--- config.mk ---
export PLATFORM = sky130hd
export DESIGN_NAME = dhm_pd_seq_flat
export DESIGN_NICKNAME = d
export VERILOG_FILES = /design/src/rtl/dhm_pd_seq_if.sv /design/src/rtl/dhm_pd_seq.sv /design/src/flat_wrapper.sv
export SDC_FILE = /design/constraint.sdc
export NUM_CORES = 1
export LEC_CHECK = 0
export CORE_UTILIZATION = 30
export DETAILED_ROUTE_END_ITERATION = 10
export PLACE_DENSITY_LB_ADDON = 0.05
export SLEW_MARGIN = 20
export SYNTH_ARGS = -nofsm -noshare
export SYNTH_HDL_FRONTEND = slang
export SYNTH_SLANG_ARGS = --single-unit
--- constraint.sdc ---
create_clock -name clk -period 2.5 [get_ports clk]
set_input_delay 0.375 -clock clk [delete_from_list [all_inputs] [get_ports clk]]
set_output_delay 0.375 -clock clk [all_outputs]
set_load 0.02 [all_outputs]
--- src/rtl/dhm_pd_seq_if.sv ---
// ---------------------------------------------------------------------------
// dhm_pd_seq_if
// Bundles the command handshake, the status flags and the power-domain and
// retention-register controls of one dhm_pd_seq instance.
//   cmd_val/cmd_op/cmd_rdy : power-down (op=0) / power-up (op=1) command
//   done/domain_on/busy/err_timeout : sequencer status
//   pd_req/pd_ack/pd_iso/pd_reset_n : power-switch, isolation and reset
//   rreg_stop_req/rreg_stop_ack/rreg_save/rreg_restore : retention control
// master : the sequencer side
// slave  : the command sender plus the power domain
// ---------------------------------------------------------------------------
interface dhm_pd_seq_if;
   logic cmd_val;
   logic cmd_op;
   logic cmd_rdy;
   logic done;
   logic domain_on;
   logic busy;
   logic err_timeout;
   logic pd_req;
   logic pd_ack;
   logic pd_iso;
   logic pd_reset_n;
   logic rreg_stop_req;
   logic rreg_stop_ack;
   logic rreg_save;
   logic rreg_restore;

   modport master (
      input  cmd_val, cmd_op, pd_ack, rreg_stop_ack,
      output cmd_rdy, done, domain_on, busy, err_timeout,
             pd_req, pd_iso, pd_reset_n, rreg_stop_req, rreg_save, rreg_restore
   );

   modport slave (
      output cmd_val, cmd_op, pd_ack, rreg_stop_ack,
      input  cmd_rdy, done, domain_on, busy, err_timeout,
             pd_req, pd_iso, pd_reset_n, rreg_stop_req, rreg_save, rreg_restore
   );
endinterface

--- src/rtl/dhm_pd_seq.sv ---
// ---------------------------------------------------------------------------
// dhm_pd_seq
// Per-domain power sequencer. Accepts power-down / power-up commands and
// walks the domain through stop -> save -> isolate -> reset -> power-off
// (and the reverse for power-up) with fixed settle times. Ack waits are
// bounded; an ack that never arrives locks the block in ERR until reset.
// Ports:
//   clk   : clock, rising edge
//   reset : asynchronous, active-high
//   bus   : dhm_pd_seq_if.master (command handshake, status, domain controls)
// Every output is a flop loaded from the decode of the next state, so the
// outputs change on the same edge as the state register.
// ---------------------------------------------------------------------------
module dhm_pd_seq #(
   parameter int SAVE_CYCLES    = 2,
   parameter int RESTORE_CYCLES = 2,
   parameter int ISO_SETTLE     = 4,
   parameter int RST_SETTLE     = 4,
   parameter int ACK_TIMEOUT    = 255,
   parameter int CNT_W          = 8
) (
   input  logic          clk,
   input  logic          reset,
   dhm_pd_seq_if.master  bus
);

   typedef enum logic [3:0] {
      S_ON,
      S_STOP,
      S_SAVE,
      S_ISO,
      S_RST,
      S_PWROFF,
      S_OFF,
      S_PWRON,
      S_RESTORE,
      S_UNRST,
      S_UNISO,
      S_UNSTOP,
      S_ERR
   } state_t;

   // Timed states load N-1 and leave when the counter hits zero (N cycles).
   localparam logic [CNT_W-1:0] SAVE_LD    = CNT_W'(SAVE_CYCLES - 1);
   localparam logic [CNT_W-1:0] RESTORE_LD = CNT_W'(RESTORE_CYCLES - 1);
   localparam logic [CNT_W-1:0] ISO_LD     = CNT_W'(ISO_SETTLE - 1);
   localparam logic [CNT_W-1:0] RST_LD     = CNT_W'(RST_SETTLE - 1);
   // Ack waits count up from zero; reaching this value with no ack is a timeout.
   localparam logic [CNT_W-1:0] ACK_LAST   = CNT_W'(ACK_TIMEOUT - 1);

   state_t           state, state_nxt;
   logic [CNT_W-1:0] cnt, cnt_nxt;
   logic             redundant;
   logic             done_nxt;
   logic             pd_req_nxt, iso_nxt, rst_n_nxt, stop_nxt;

   always_comb begin
      // NOTE: every signal written here gets a default first so no path leaves
      // one unassigned, which would otherwise infer a latch.
      state_nxt  = state;
      cnt_nxt    = cnt;
      redundant  = 1'b0;
      pd_req_nxt = bus.pd_req;
      iso_nxt    = bus.pd_iso;
      rst_n_nxt  = bus.pd_reset_n;
      stop_nxt   = bus.rreg_stop_req;

      case (state)
         S_ON: begin
            if (bus.cmd_val) begin
               if (bus.cmd_op) begin
                  redundant = 1'b1;
               end else begin
                  state_nxt = S_STOP;
                  cnt_nxt   = '0;
               end
            end
         end
         S_STOP: begin
            if (bus.rreg_stop_ack) begin
               state_nxt = S_SAVE;
               cnt_nxt   = SAVE_LD;
            end else if (cnt == ACK_LAST) begin
               state_nxt = S_ERR;
            end else begin
               cnt_nxt = cnt + CNT_W'(1);
            end
         end
         S_SAVE: begin
            if (cnt == '0) begin
               state_nxt = S_ISO;
               cnt_nxt   = ISO_LD;
            end else begin
               cnt_nxt = cnt - CNT_W'(1);
            end
         end
         S_ISO: begin
            if (cnt == '0) begin
               state_nxt = S_RST;
               cnt_nxt   = RST_LD;
            end else begin
               cnt_nxt = cnt - CNT_W'(1);
            end
         end
         S_RST: begin
            if (cnt == '0) begin
               state_nxt = S_PWROFF;
               cnt_nxt   = '0;
            end else begin
               cnt_nxt = cnt - CNT_W'(1);
            end
         end
         S_PWROFF: begin
            if (bus.pd_ack) begin
               state_nxt = S_OFF;
            end else if (cnt == ACK_LAST) begin
               state_nxt = S_ERR;
            end else begin
               cnt_nxt = cnt + CNT_W'(1);
            end
         end
         S_OFF: begin
            if (bus.cmd_val) begin
               if (!bus.cmd_op) begin
                  redundant = 1'b1;
               end else begin
                  state_nxt = S_PWRON;
                  cnt_nxt   = '0;
               end
            end
         end
         S_PWRON: begin
            if (!bus.pd_ack) begin
               state_nxt = S_RESTORE;
               cnt_nxt   = RESTORE_LD;
            end else if (cnt == ACK_LAST) begin
               state_nxt = S_ERR;
            end else begin
               cnt_nxt = cnt + CNT_W'(1);
            end
         end
         S_RESTORE: begin
            if (cnt == '0) begin
               state_nxt = S_UNRST;
               cnt_nxt   = RST_LD;
            end else begin
               cnt_nxt = cnt - CNT_W'(1);
            end
         end
         S_UNRST: begin
            if (cnt == '0) begin
               state_nxt = S_UNISO;
               cnt_nxt   = ISO_LD;
            end else begin
               cnt_nxt = cnt - CNT_W'(1);
            end
         end
         S_UNISO: begin
            if (cnt == '0) begin
               state_nxt = S_UNSTOP;
               cnt_nxt   = '0;
            end else begin
               cnt_nxt = cnt - CNT_W'(1);
            end
         end
         S_UNSTOP: begin
            if (!bus.rreg_stop_ack) begin
               state_nxt = S_ON;
            end else if (cnt == ACK_LAST) begin
               state_nxt = S_ERR;
            end else begin
               cnt_nxt = cnt + CNT_W'(1);
            end
         end
         default: begin
            // S_ERR: only reset leaves.
            state_nxt = S_ERR;
         end
      endcase

      // Domain controls are a pure function of the position in the sequence;
      // ERR keeps whatever the step before it left (the defaults above).
      case (state_nxt)
         S_ON:      begin pd_req_nxt = 1'b0; iso_nxt = 1'b0; rst_n_nxt = 1'b1; stop_nxt = 1'b0; end
         S_STOP,
         S_SAVE:    begin pd_req_nxt = 1'b0; iso_nxt = 1'b0; rst_n_nxt = 1'b1; stop_nxt = 1'b1; end
         S_ISO:     begin pd_req_nxt = 1'b0; iso_nxt = 1'b1; rst_n_nxt = 1'b1; stop_nxt = 1'b1; end
         S_RST:     begin pd_req_nxt = 1'b0; iso_nxt = 1'b1; rst_n_nxt = 1'b0; stop_nxt = 1'b1; end
         S_PWROFF,
         S_OFF:     begin pd_req_nxt = 1'b1; iso_nxt = 1'b1; rst_n_nxt = 1'b0; stop_nxt = 1'b1; end
         S_PWRON,
         S_RESTORE: begin pd_req_nxt = 1'b0; iso_nxt = 1'b1; rst_n_nxt = 1'b0; stop_nxt = 1'b1; end
         S_UNRST:   begin pd_req_nxt = 1'b0; iso_nxt = 1'b1; rst_n_nxt = 1'b1; stop_nxt = 1'b1; end
         S_UNISO:   begin pd_req_nxt = 1'b0; iso_nxt = 1'b0; rst_n_nxt = 1'b1; stop_nxt = 1'b1; end
         S_UNSTOP:  begin pd_req_nxt = 1'b0; iso_nxt = 1'b0; rst_n_nxt = 1'b1; stop_nxt = 1'b0; end
         default:   ;
      endcase

      done_nxt = redundant
               | ((state == S_PWROFF) && (state_nxt == S_OFF))
               | ((state == S_UNSTOP) && (state_nxt == S_ON));
   end

   // NOTE: sequential state uses non-blocking assignments so every flop
   // samples pre-edge values regardless of statement order.
   always_ff @(posedge clk or posedge reset) begin
      if (reset) begin
         state             <= S_ON;
         cnt               <= '0;
         bus.cmd_rdy       <= 1'b1;
         bus.done          <= 1'b0;
         bus.domain_on     <= 1'b1;
         bus.busy          <= 1'b0;
         bus.err_timeout   <= 1'b0;
         bus.pd_req        <= 1'b0;
         bus.pd_iso        <= 1'b0;
         bus.pd_reset_n    <= 1'b1;
         bus.rreg_stop_req <= 1'b0;
         bus.rreg_save     <= 1'b0;
         bus.rreg_restore  <= 1'b0;
      end else begin
         state             <= state_nxt;
         cnt               <= cnt_nxt;
         bus.cmd_rdy       <= (state_nxt == S_ON) || (state_nxt == S_OFF);
         bus.done          <= done_nxt;
         bus.domain_on     <= (state_nxt == S_ON);
         bus.busy          <= !((state_nxt == S_ON) || (state_nxt == S_OFF) || (state_nxt == S_ERR));
         bus.err_timeout   <= (state_nxt == S_ERR);
         bus.pd_req        <= pd_req_nxt;
         bus.pd_iso        <= iso_nxt;
         bus.pd_reset_n    <= rst_n_nxt;
         bus.rreg_stop_req <= stop_nxt;
         bus.rreg_save     <= (state_nxt == S_SAVE);
         bus.rreg_restore  <= (state_nxt == S_RESTORE);
      end
   end

endmodule

--- src/flat_wrapper.sv ---
// flat-port wrapper written by rule: the top's interface ports become plain ports
module dhm_pd_seq_flat 
#(
   parameter int SAVE_CYCLES    = 2,
   parameter int RESTORE_CYCLES = 2,
   parameter int ISO_SETTLE     = 4,
   parameter int RST_SETTLE     = 4,
   parameter int ACK_TIMEOUT    = 255,
   parameter int CNT_W          = 8
)
  (clk, reset, bus_cmd_val, bus_cmd_op, bus_pd_ack, bus_rreg_stop_ack, bus_cmd_rdy, bus_done, bus_domain_on, bus_busy, bus_err_timeout, bus_pd_req, bus_pd_iso, bus_pd_reset_n, bus_rreg_stop_req, bus_rreg_save, bus_rreg_restore);
  dhm_pd_seq_if bus_i ();
  input  logic clk;
  input  logic reset;
  input wire logic [$bits(bus_i.cmd_val)-1:0] bus_cmd_val;
  input wire logic [$bits(bus_i.cmd_op)-1:0] bus_cmd_op;
  input wire logic [$bits(bus_i.pd_ack)-1:0] bus_pd_ack;
  input wire logic [$bits(bus_i.rreg_stop_ack)-1:0] bus_rreg_stop_ack;
  output wire logic [$bits(bus_i.cmd_rdy)-1:0] bus_cmd_rdy;
  output wire logic [$bits(bus_i.done)-1:0] bus_done;
  output wire logic [$bits(bus_i.domain_on)-1:0] bus_domain_on;
  output wire logic [$bits(bus_i.busy)-1:0] bus_busy;
  output wire logic [$bits(bus_i.err_timeout)-1:0] bus_err_timeout;
  output wire logic [$bits(bus_i.pd_req)-1:0] bus_pd_req;
  output wire logic [$bits(bus_i.pd_iso)-1:0] bus_pd_iso;
  output wire logic [$bits(bus_i.pd_reset_n)-1:0] bus_pd_reset_n;
  output wire logic [$bits(bus_i.rreg_stop_req)-1:0] bus_rreg_stop_req;
  output wire logic [$bits(bus_i.rreg_save)-1:0] bus_rreg_save;
  output wire logic [$bits(bus_i.rreg_restore)-1:0] bus_rreg_restore;
  assign bus_i.cmd_val = bus_cmd_val;
  assign bus_i.cmd_op = bus_cmd_op;
  assign bus_i.pd_ack = bus_pd_ack;
  assign bus_i.rreg_stop_ack = bus_rreg_stop_ack;
  assign bus_cmd_rdy = bus_i.cmd_rdy;
  assign bus_done = bus_i.done;
  assign bus_domain_on = bus_i.domain_on;
  assign bus_busy = bus_i.busy;
  assign bus_err_timeout = bus_i.err_timeout;
  assign bus_pd_req = bus_i.pd_req;
  assign bus_pd_iso = bus_i.pd_iso;
  assign bus_pd_reset_n = bus_i.pd_reset_n;
  assign bus_rreg_stop_req = bus_i.rreg_stop_req;
  assign bus_rreg_save = bus_i.rreg_save;
  assign bus_rreg_restore = bus_i.rreg_restore;
  dhm_pd_seq #(.SAVE_CYCLES(SAVE_CYCLES), .RESTORE_CYCLES(RESTORE_CYCLES), .ISO_SETTLE(ISO_SETTLE), .RST_SETTLE(RST_SETTLE), .ACK_TIMEOUT(ACK_TIMEOUT), .CNT_W(CNT_W)) u_core (.clk(clk), .reset(reset), .bus(bus_i));
endmodule
**Word-level counts from Yosys, hierarchy flattened**

Index checks and enable logic that the tools add are counted.

- Output and inout bits: 11
- Bits in registers: 23
- Word-level logic and storage cells: 108

- Bitwise operators: 2
- Mux-type cells: 37
- Reduce and logical (&&, ||, !) cells: 24
- Add/sub/neg operators: 2
- Eq/ne operators: 30

Operators by type and width:

| kind | count |
|---|---|
| $mux 8 | 11 |
| $pmux 8 s8 | 1 |
| $mux 4 | 15 |
| $pmux 4 s12 | 1 |
| $eq 4x4->1 const B | 9 |
| $eq 4x3->1 const B | 8 |
| $reduce_or 10->1 | 2 |
| $eq 4x2->1 const B | 4 |
| $reduce_or 7->1 | 2 |
| $ne 2x2->1 const B | 6 |
| $pmux 1 s2 | 5 |
| $reduce_or 5->1 | 2 |
| $add 8x1->8 const B | 1 |
| $eq 4x1->1 const B | 2 |
| $eq 8x8->1 const B | 1 |
| $logic_not 4->1 | 2 |
| $logic_not 8->1 | 1 |
| $reduce_bool 2->1 | 4 |
| $reduce_bool 8->1 | 1 |
| $sub 8x1->8 const B | 1 |
| $reduce_and 7->1 | 1 |
| $reduce_or 2->1 | 3 |
| $mux 1 | 4 |
| $reduce_or 4->1 | 1 |
| 4 further kinds | 7 |

**Longest topological paths before layout**

Gate-level depths: netlist of the first run.

- Word-level depth: 8
- Depth in mapped cells: 10
- Gate-level depth less buffers: 8

**Least setup slack after synthesis of the first run**

Ideal clock, no wire load.

- Kind: register to register
- Start: reg u_core.cnt[0]
- End: reg u_core.bus.pd_iso
- Slack: 0.138 ns
- Arrival time: 2.236 ns
- Required time: 2.374 ns
- Stages on the path, launching flop included: 11
- Period minus slack after synthesis: 2.362 ns
- Path through: dfrtp_1 > clkbuf_1 > inv_1 > ha_1 > nor4b_4 > and2_4 > o22ai_2 > or2_0 > buf_2 > a21o_1 > a221o_1

- Longest elaborated chain between the ends: 7
- Elaborated cells between the ends (all ways): 30

Ends and longest elaborated chain:

| item | line | RTL |
|---|---|---|
| start, declared | dhm_pd_seq.sv:52 | `logic [CNT_W-1:0] cnt, cnt_nxt;` |
| start signal, assigned | dhm_pd_seq.sv:223 | `cnt <= cnt_nxt;` |
| $eq 8x8->1 | n/a |  |
| $mux 4 | n/a |  |
| $mux 4 (on tied branches) | n/a |  |
| $pmux 4 s12 * | dhm_pd_seq.sv:68 | `case (state)` |
| net u_core.state_nxt[0] | dhm_pd_seq.sv:51 | `state_t state, state_nxt;` |
| $eq 4x2->1 (tied with other cells) | dhm_pd_seq.sv:183 | `case (state_nxt)` |
| $reduce_or 7->1 (no line) or $reduce_or 5->1 (tied branches) | n/a |  |
| $pmux 1 s2 or $reduce_bool 2->1 (tied branches) | n/a |  |
| end signal, assigned | dhm_pd_seq.sv:230 | `bus.pd_iso <= iso_nxt;` |
| end, declared | dhm_pd_seq_if.sv:32 | `pd_req, pd_iso, pd_reset_n, rreg_stop_req, rreg_save, rreg_restore` |

The timed path passes the listed nets; every way through them passes the cells marked *.
A chain may end at the register's enable or synchronous reset.

**Worst setup path after layout of the first run**

- Start: reg u_core.cnt[0]
- End: reg u_core.bus.pd_iso

- Longest elaborated chain between the ends: 7
- Elaborated cells between the ends (all ways): 30

Ends and longest elaborated chain:

| item | line |
|---|---|
| $eq 8x8->1 | n/a |
| $mux 4 | n/a |
| $mux 4 (on tied branches) | n/a |
| $pmux 4 s12 * | dhm_pd_seq.sv:68 |
| $eq 4x2->1 (tied with other cells) | dhm_pd_seq.sv:183 |
| $reduce_or 7->1 (no line) or $reduce_or 5->1 (tied branches) | n/a |
| $pmux 1 s2 or $reduce_bool 2->1 (tied branches) | n/a |

Mark *: on every way between the ends. The rest lies on a longest branch, timed or not.

==> results.cfg, run 1 <==
[route]
vias_per_cell = 5.29
drt_pass1_iterations = 4
ant_nets = 0
drt-total-wl_um = 4930
drc_errors = 0
drt_iter0_markers = 75
num_vias = 1766
wl_per_cell_um = 14.7

[final_layout]
final_cell_mix = buf_4 (30), nand2_1 (20), dfrtp_1 (20)
ff_latch_area_um2 = 579
top_regs = u_core.cnt (8), u_core.state (4)
fill_cells = 613
largest_reg_flops = 8
multi_input_area_um2 = 1140
drive_gt1_frac = 0.185
top_register = u_core.cnt
antenna_cells = 0
area_growth_pct = 25.0
final_common_cell = buf_4
utilization = 0.391
final_nets = 269

[grt]
met2_usage = 0.293
first_global_vias = 1764
grt_first_pass_wirelength_um = 8630
grt.overflow.total = 0
grt_start_max_net_pins = 24
grt.busiest_layer = met2
grt_use_met1 = 0.231
antenna_found_initial = 0
grtUsageTotal = 0.172
grt.met3_usage = 0.0273

[clocking]
cts_tree = yes
postCtsHoldBufs = 0
cts_buffers = 3
clk_latency_ns = 0.27
clock-sinks = 23
cts_buffer_depth = 2
htreeDepth = 1
ctsRootBufferMaster = clkbuf_8
clk_pin_slew_ns = 0.09

[timing]
tightest_slew_ns = 0.480
rsz0062_at_grt = false
tns_ns = 0
clock_skew_ns = 0.00407
relSlewSlack = 0.680
fin_crit_sh = 0.899
timing.hold.ws_ns = 0.442
max_clock_freq_mhz = 445
min_period_ns = 2.25
fin_ws_ns = 0.253
setup_viol = 0
hold_viol_final = 0
slew_violations = 0

[setup_path]
end_kind = flop
path_class = reg2reg
crit_fanout = 6
required_ns = 2.66
worst-endpoint-arrival_ns = 2.41
critPathLaunchType = flop

[yosys]
synth-main-ff-cell = dfrtp_1
synth_async_sr_flop_share = 1.00
synth_warnings = 0
syn_area_um2 = 1850
ys_ff_latch = 23
avgSynthCellArea_um2 = 8.22
synthCells = 225
syn_nets = 234
synth-edff-count = 0
ys_types = 63
yosysSeqAreaShare = 0.313

[pwr]
p_leak_nw = 0.945
irDropWorstVdd_uv = 519
power_density_nw_per_um2 = 1120

[job]
maxCapViolCount = 0

[die]
die_y_um = 80.5
die_area_um2 = 6480
coreArea_um2 = 5920
boundaryPins = 17
start_util = 0.312
fp-row-count = 28
die_x_um = 80.5

[placed_design]
preCtsSetupSlack_ns = 0.0392
place_congestion = 0.783
io_buffer_count = 16
dp.final_hpwl_um = 3780

[worst_hold_path]
min_path_type = in2async

[outcome]
status = finished clean
layer usage:
metal  vias to the layer above  share of wire  wire length (um)
met3                         2          0.020                97
met5                         -              0                 0
met4                         0         0.0051                25
met1                       853           0.47              2310
li1                        897              -                 -
met2                        14           0.50              2490
cells in the mapped netlist (3+ instances only):
master | instances | area share
dfrtp_1 | 20 | 0.27
nand2_1 | 20 | 0.041
nor2_1 | 16 | 0.032
o21ai_0 | 14 | 0.038
a21oi_1 | 12 | 0.032
inv_1 | 11 | 0.022
nor3_1 | 10 | 0.027
nand3_1 | 9 | 0.024
buf_2 | 8 | 0.022
clkbuf_1 | 6 | 0.012
nor2b_1 | 5 | 0.017
xnor2_1 | 5 | 0.024
and3_1 | 4 | 0.014
nand2b_1 | 4 | 0.014
nand4_1 | 4 | 0.014
nor4_1 | 4 | 0.014
o21bai_1 | 4 | 0.016
a211oi_1 | 3 | 0.012
a21o_1 | 3 | 0.012
dfstp_2 | 3 | 0.043
ha_1 | 3 | 0.020
nor3b_1 | 3 | 0.012
o21a_1 | 3 | 0.012
o22ai_1 | 3 | 0.010
or3_1 | 3 | 0.010
layout make-up:
type | instances | share of cell area
multi-input combinational | 174 | 0.495
sequential | 23 | 0.251
timing repair buffer | 47 | 0.175
tap | 75 | 0.0406
clock buffer | 3 | 0.0179
inverter | 11 | 0.0179
clock inverter | 1 | 0.00325
metrics by stage:
stage	area, um^2	total power, mW	cells
after detailed placement	2250	2.34	328
after global routing	2310	2.83	334
after global placement	2250	2.37	328
after floorplan	1850	1.80	225
final	2310	2.59	334
after CTS	2300	2.60	332
where the power goes:
| part | total [mW] | internal (mW) | switching, mW | leakage (nW) |
|---|---|---|---|---|
| logic | 1.65 | 0.787 | 0.863 | 0.644 |
| registers | 0.693 | 0.512 | 0.181 | 0.279 |
| clock network | 0.245 | 0.113 | 0.132 | 0.0217 |
| total | 2.59 | 1.41 | 1.18 | 0.945 |
worst max-delay path, stage by stage (launching register included):
cell and delay [ns]:
dfrtp_1 0.38, inv_1 0.08, ha_1 0.25, nor4b_4 0.21
buf_4 0.18, and2_4 0.17, o22ai_2 0.09, or2_0 0.24
a21o_1 0.23, a221o_1 0.30
final timing paths:
kind / start / end / slack, ns / cells past startpoint
worst max register to register: u_core.cnt[0]$_DFFE_PP0P_ / u_core.bus.pd_iso$_DFFE_PP0P_ / 0.25 / 9
max in group asynchronous: reset / u_core.bus.pd_reset_n$_DFFE_PP1P_ / 1.77 / 3
min in group clk: u_core.bus.pd_reset_n$_DFFE_PP1P_ / u_core.bus.pd_reset_n$_DFFE_PP1P_ / 0.47 / 2
worst min-delay path: reset / u_core.bus.busy$_DFF_PP0_ / 0.44 / 3
worst max-delay path: u_core.cnt[0]$_DFFE_PP0P_ / u_core.bus.pd_iso$_DFFE_PP0P_ / 0.25 / 9
worst min register to register: u_core.bus.pd_reset_n$_DFFE_PP1P_ / u_core.bus.pd_reset_n$_DFFE_PP1P_ / 0.47 / 2
logic make-up (layout without fill, tap and decap cells):
family,after synthesis,count (layout),share of synthesized area
AO/OA/AOI/OAI,67,67,0.272
flip-flops,23,23,0.313
AND/OR/NAND/NOR,97,97,0.292
adder cells (fa/ha/maj),3,3,0.0203
multiplexers,1,1,0.00609
buffers and inverters,28,62,0.0683
XOR/XNOR,6,6,0.0284
repair_timing:
action | 4_1_cts | 5_1_grt
endpoints found under the hold margin | 0 | 0
buffers inserted | 0 | 2
resized for setup | 0 | 0
endpoints found under the setup margin | 0 | 1
(Power assumes the default switching activity.)
==> inputs of run 2 (changes only) <==
- CORE_UTILIZATION: 30 -> 52
==> run 2 against run 1 <==
Effect of this change: global-route usage up 10 points; register-to-register slack worse by 0.09 ns; critical path depth down 1; count of clock-buffer cells in the layout unchanged; die area down 41%; worst setup slack worse by 0.087 ns; worst hold slack worse by 0.075 ns; sequential power up 3.5%; largest power group unchanged.
==> results.cfg, run 2 (synthesis gave the netlist of run 1 again) <==
[die]
boundaryPins = 17
start_util = 0.550
die_area_um2 = 3800
coreArea_um2 = 3360
fp-row-count = 21
die_x_um = 61.6
die_y_um = 61.6

[clocking]
ctsRootBufferMaster = clkbuf_4
cts_buffer_depth = 2
clk_latency_ns = 0.32
htreeDepth = 1
cts_tree = yes
clock-sinks = 23
cts_buffers = 3
clk_pin_slew_ns = 0.14

[placed_design]
place_congestion = 0.885
preCtsSetupSlack_ns = -0.00381
io_buffer_count = 16
dp.final_hpwl_um = 3490

[route]
ant_nets = 0
drc_errors = 0
vias_per_cell = 6.23
drt-total-wl_um = 4700
drt_pass1_iterations = 4
wl_per_cell_um = 16.0
drt_iter0_markers = 224
num_vias = 1825

[timing]
relSlewSlack = 0.657
rsz0062_at_grt = false
setup_viol = 0
clock_skew_ns = 0.0204
fin_crit_sh = 0.934
tightest_slew_ns = 0.511
slew_violations = 0
hold_viol_final = 0
max_clock_freq_mhz = 428
fin_ws_ns = 0.166
min_period_ns = 2.33

[grt]
grt_first_pass_wirelength_um = 7710
grtUsageTotal = 0.275
first_global_vias = 1718
antenna_found_initial = 0
grt_start_max_net_pins = 27
grt.overflow.total = 0

[setup_path]
required_ns = 2.71
path_class = reg2reg
worst-endpoint-arrival_ns = 2.54
crit_fanout = 6
slowest_delay_ns = 0.42
crit_chain = inv_1 -> ha_2 -> nor4b_4 -> and2_4 -> o22ai_2 -> or2_0 -> a21o_1 -> a221o_1
crit_path_top_delay_cell = dfrtp_1
end_kind = flop
critPathLaunchType = flop

[pwr]
p_leak_nw = 0.884
power_density_nw_per_um2 = 1150
irDropWorstVdd_uv = 577

[job]
maxCapViolCount = 0

[final_layout]
top_regs = u_core.cnt (8), u_core.state (4)
final_nets = 257
top_register = u_core.cnt
final_cell_mix = nand2_1 (20), dfrtp_1 (20), buf_4 (18)
largest_reg_flops = 8
drive_gt1_frac = 0.150
area_growth_pct = 17.2
utilization = 0.644
antenna_cells = 0

[worst_hold_path]
min_path_type = in2async

[outcome]
status = finished clean
==> run 2: changes by cell type in the layout (fill, tap and decap cells not counted) <==
cell | before | now
buf_4 | 30 | 18
clkbuf_4 | 0 | 3
clkbuf_8 | 3 | 0
clkinv_2 | 0 | 1
clkinvlp_4 | 1 | 0
ha_1 | 3 | 2
ha_2 | 0 | 1
==> run 2: per-layer routing <==
metal	vias up	share of wire	routed length (um)	global-route usage
met3	9	0.050	234	0.0609
met2	56	0.52	2450	0.475
met1	886	0.41	1940	0.339
met5	-	0	0	0
li1	874	-	-	-
met4	0	0.016	74	0.0921
==> run 2: layout make-up <==
cell class / count / area [um^2]
clock buffer: 3 / 22.5
clock inverter: 1 / 5.00
fill: 311 / 1200
inverter: 11 / 41.3
multi-input combinational: 174 / 1150
sequential: 23 / 579
tap: 46 / 57.6
timing repair buffer: 35 / 315
==> run 2: worst paths after layout <==
check | startpoint | endpoint | slack (ns) | cells after the start
min | reset | u_core.cnt[6]$_DFFE_PP0P_ | 0.37 | 3
max | u_core.cnt[0]$_DFFE_PP0P_ | u_core.bus.pd_iso$_DFFE_PP0P_ | 0.17 | 8
max in group asynchronous | reset | u_core.bus.domain_on$_DFF_PP1_ | 1.82 | 3
min reg2reg | u_core.bus.pd_reset_n$_DFFE_PP1P_ | u_core.bus.pd_reset_n$_DFFE_PP1P_ | 0.49 | 2
max reg2reg | u_core.cnt[0]$_DFFE_PP0P_ | u_core.bus.pd_iso$_DFFE_PP0P_ | 0.17 | 8
min in group clk | u_core.bus.pd_reset_n$_DFFE_PP1P_ | u_core.bus.pd_reset_n$_DFFE_PP1P_ | 0.49 | 2
==> run 2: where the power goes <==
part | total, mW | internal, mW | switching [mW]
Combinational | 1.60 | 0.750 | 0.851
Clock | 0.177 | 0.0599 | 0.117
Sequential | 0.717 | 0.511 | 0.206
==> run 2: critical path: cells and delay by family, from the launching register on <==
| family | cells | cell delay (ns) |
|---|---|---|
| compound gates | 3 | 0.61 |
| fa+ha+maj | 1 | 0.24 |
| simple gates | 3 | 0.86 |
| flops | 1 | 0.42 |
| buf+inv | 1 | 0.09 |
==> run 2: timing repair <==
action,4_1_cts,5_1_grt
setup buffers,0,1
resized for setup,0,1
hold buffers,0,0
setup endpoints to repair,0,6
==> run 2: per-stage QoR <==
stage	hold WS [ns]	setup TNS, ns	cell area, um^2	total power, mW	cells
6_report	0.367	0	2170	2.50	293
4_1_cts	0.380	0	2160	2.47	292
3_3_place_gp	0.472	0	2130	2.22	288
2_1_floorplan	0.375	0	1850	1.80	225
5_1_grt	0.421	0	2170	2.70	293
3_5_place_dp	0.476	-0.00381	2130	2.30	288
==> inputs of run 3 (changes only) <==
- GPL_TIMING_DRIVEN: default -> 0
==> run 3 against run 2 <==
Effect of this change: critical path depth up 1; global-route usage down 2.3 points; count of clock-buffer cells in the layout unchanged; cell area up 2.6%; highest routed layer unchanged.
==> results.cfg, run 3 (synthesis gave the netlist of run 1 again) <==
[outcome]
status = finished clean

[grt]
grt_first_pass_wirelength_um = 7100
grt.overflow.total = 0
antenna_found_initial = 0
first_global_vias = 1629
grtUsageTotal = 0.252
grt_start_max_net_pins = 24

[die]
fp-row-count = 21
coreArea_um2 = 3360
boundaryPins = 17
die_area_um2 = 3800
die_y_um = 61.6
die_x_um = 61.6
start_util = 0.550

[pwr]
irDropWorstVdd_uv = 576
p_int_mw = 1.34
p_comb_frac = 0.686
pwr-share-clk = 0.069
power_density_nw_per_um2 = 1140
p_switching_mw = 1.19
p_leak_nw = 0.893
swShare = 0.470
seqPwrFrac = 0.245

[timing]
clock_skew_ns = 0.0111
hold_viol_final = 0
min_period_ns = 2.42
tightest_slew_ns = 0.856
slew_violations = 0
fin_ws_ns = 0.0784
setup_viol = 0
relSlewSlack = 0.429
max_clock_freq_mhz = 413
fin_crit_sh = 0.969

[clocking]
cts_tree = yes
cts_buffers = 3
htreeDepth = 1
clk_pin_slew_ns = 0.13
ctsRootBufferMaster = clkbuf_4
clock-sinks = 23
cts_buffer_depth = 2
clk_latency_ns = 0.32

[final_layout]
layout.cells.non_filler = 299
largest_reg_flops = 8
area_growth_pct = 20.2
drive_gt1_frac = 0.170
final_area_um2 = 2220
top_regs = u_core.cnt (8), u_core.state (4)
top_register = u_core.cnt
utilization = 0.661
final_cell_mix = nand2_1 (20), dfrtp_1 (18), clkdlybuf4s50_1 (16)
antenna_cells = 0
final_common_cell = nand2_1
final_nets = 263

[route]
num_vias = 1816
drt_iter0_markers = 141
drc_errors = 0
vias_per_cell = 6.07
wl_per_cell_um = 15.2
ant_nets = 0
drt_pass1_iterations = 4
drt-total-wl_um = 4550

[job]
maxCapViolCount = 0

[setup_path]
crit_fanout = 7
worst-endpoint-arrival_ns = 2.63
required_ns = 2.71
cpLargestDelayFamily = simple AND/OR/NAND/NOR gates
crit_chain = inv_1 -> ha_4 -> nor4b_4 -> and2_4 -> o22ai_2 -> or2_0 -> buf_2 -> a21o_1 -> a221o_1
slowest_delay_ns = 0.47
crit_buf_inv = 2
end_kind = flop
path_class = reg2reg
crit_path_top_delay_cell = dfrtp_2
critPathLaunchType = flop

[placed_design]
place_inst = 287
place_congestion = 0.952
preCtsSetupSlack_ns = -0.315
io_buffer_count = 16
placed_area_um2 = 2070
dp.final_hpwl_um = 3180

[worst_hold_path]
min_path_type = reg2reg
run 3: cell type report:
class / instances / area [um^2]
buffer: 16 / 82.6
fill: 302 / 1140
inverter: 11 / 41.3
clock buffer: 3 / 22.5
timing repair buffer: 25 / 228
clock inverter: 1 / 5.00
sequential: 23 / 582
tap: 46 / 57.6
multi-input combinational: 174 / 1200
run 3: path summary, 6_finish.rpt:
check,start,endpoint,slack (ns),depth (start not counted)
hold / removal,u_core.bus.pd_reset_n$_DFFE_PP1P_,u_core.bus.pd_reset_n$_DFFE_PP1P_,0.48,2
hold reg to reg,u_core.bus.pd_reset_n$_DFFE_PP1P_,u_core.bus.pd_reset_n$_DFFE_PP1P_,0.48,2
max in group asynchronous,reset,u_core.cnt[0]$_DFFE_PP0P_,1.41,2
setup reg to reg,u_core.cnt[0]$_DFFE_PP0P_,u_core.bus.pd_iso$_DFFE_PP0P_,0.08,9
min in group asynchronous,reset,u_core.cnt[6]$_DFFE_PP0P_,0.51,2
setup / recovery,u_core.cnt[0]$_DFFE_PP0P_,u_core.bus.pd_iso$_DFFE_PP0P_,0.08,9
run 3: metal layers:
metal | routed length (um) | up-vias | GRT usage | share of wire
met2 | 2250 | 47 | 0.425 | 0.49
li1 | - | 884 | - | -
met4 | 49 | 0 | 0.0794 | 0.011
met1 | 2050 | 878 | 0.327 | 0.45
met5 | 0 | - | 0 | 0
met3 | 198 | 7 | 0.0441 | 0.044
run 3: metrics by stage:
| step | setup TNS (ns) | hold WS [ns] | power [mW] |
|---|---|---|---|
| 2_1_floorplan | 0 | 0.375 | 1.80 |
| 3_3_place_gp | -1.34 | 0.464 | 2.17 |
| 3_5_place_dp | -1.46 | 0.466 | 2.18 |
| 4_1_cts | 0 | 0.484 | 2.38 |
| 5_1_grt | -0.0335 | 0.502 | 2.74 |
| 6_report | 0 | 0.477 | 2.53 |
run 3: repair_timing:
action / CTS / global route
setup endpoints to repair: 8 / 7
setup buffers: 2 / 7
resized for setup: 3 / 10
hold buffers: 0 / 0
hold endpoints to repair: 0 / 0
pin swaps: 0 / 2
run 3: power groups by stage:
stage               registers, mW  logic, mW  clock network, mW
floorplan                   0.650       1.15                  0
global placement            0.609       1.56                  0
detailed placement          0.612       1.57                  0
CTS                         0.620       1.58              0.182
global route                0.641       1.90              0.201
finish                      0.618       1.74              0.174
run 3: worst register-to-register path: cells and delay by family, from the launching register on:
kind                     cells  cell delay (ns)
AO/OA/AOI/OAI                3             0.60
adder cells (fa/ha/maj)      1             0.18
buffers and inverters        2             0.28
flip-flops                   1             0.47
AND/OR/NAND/NOR              3             0.78
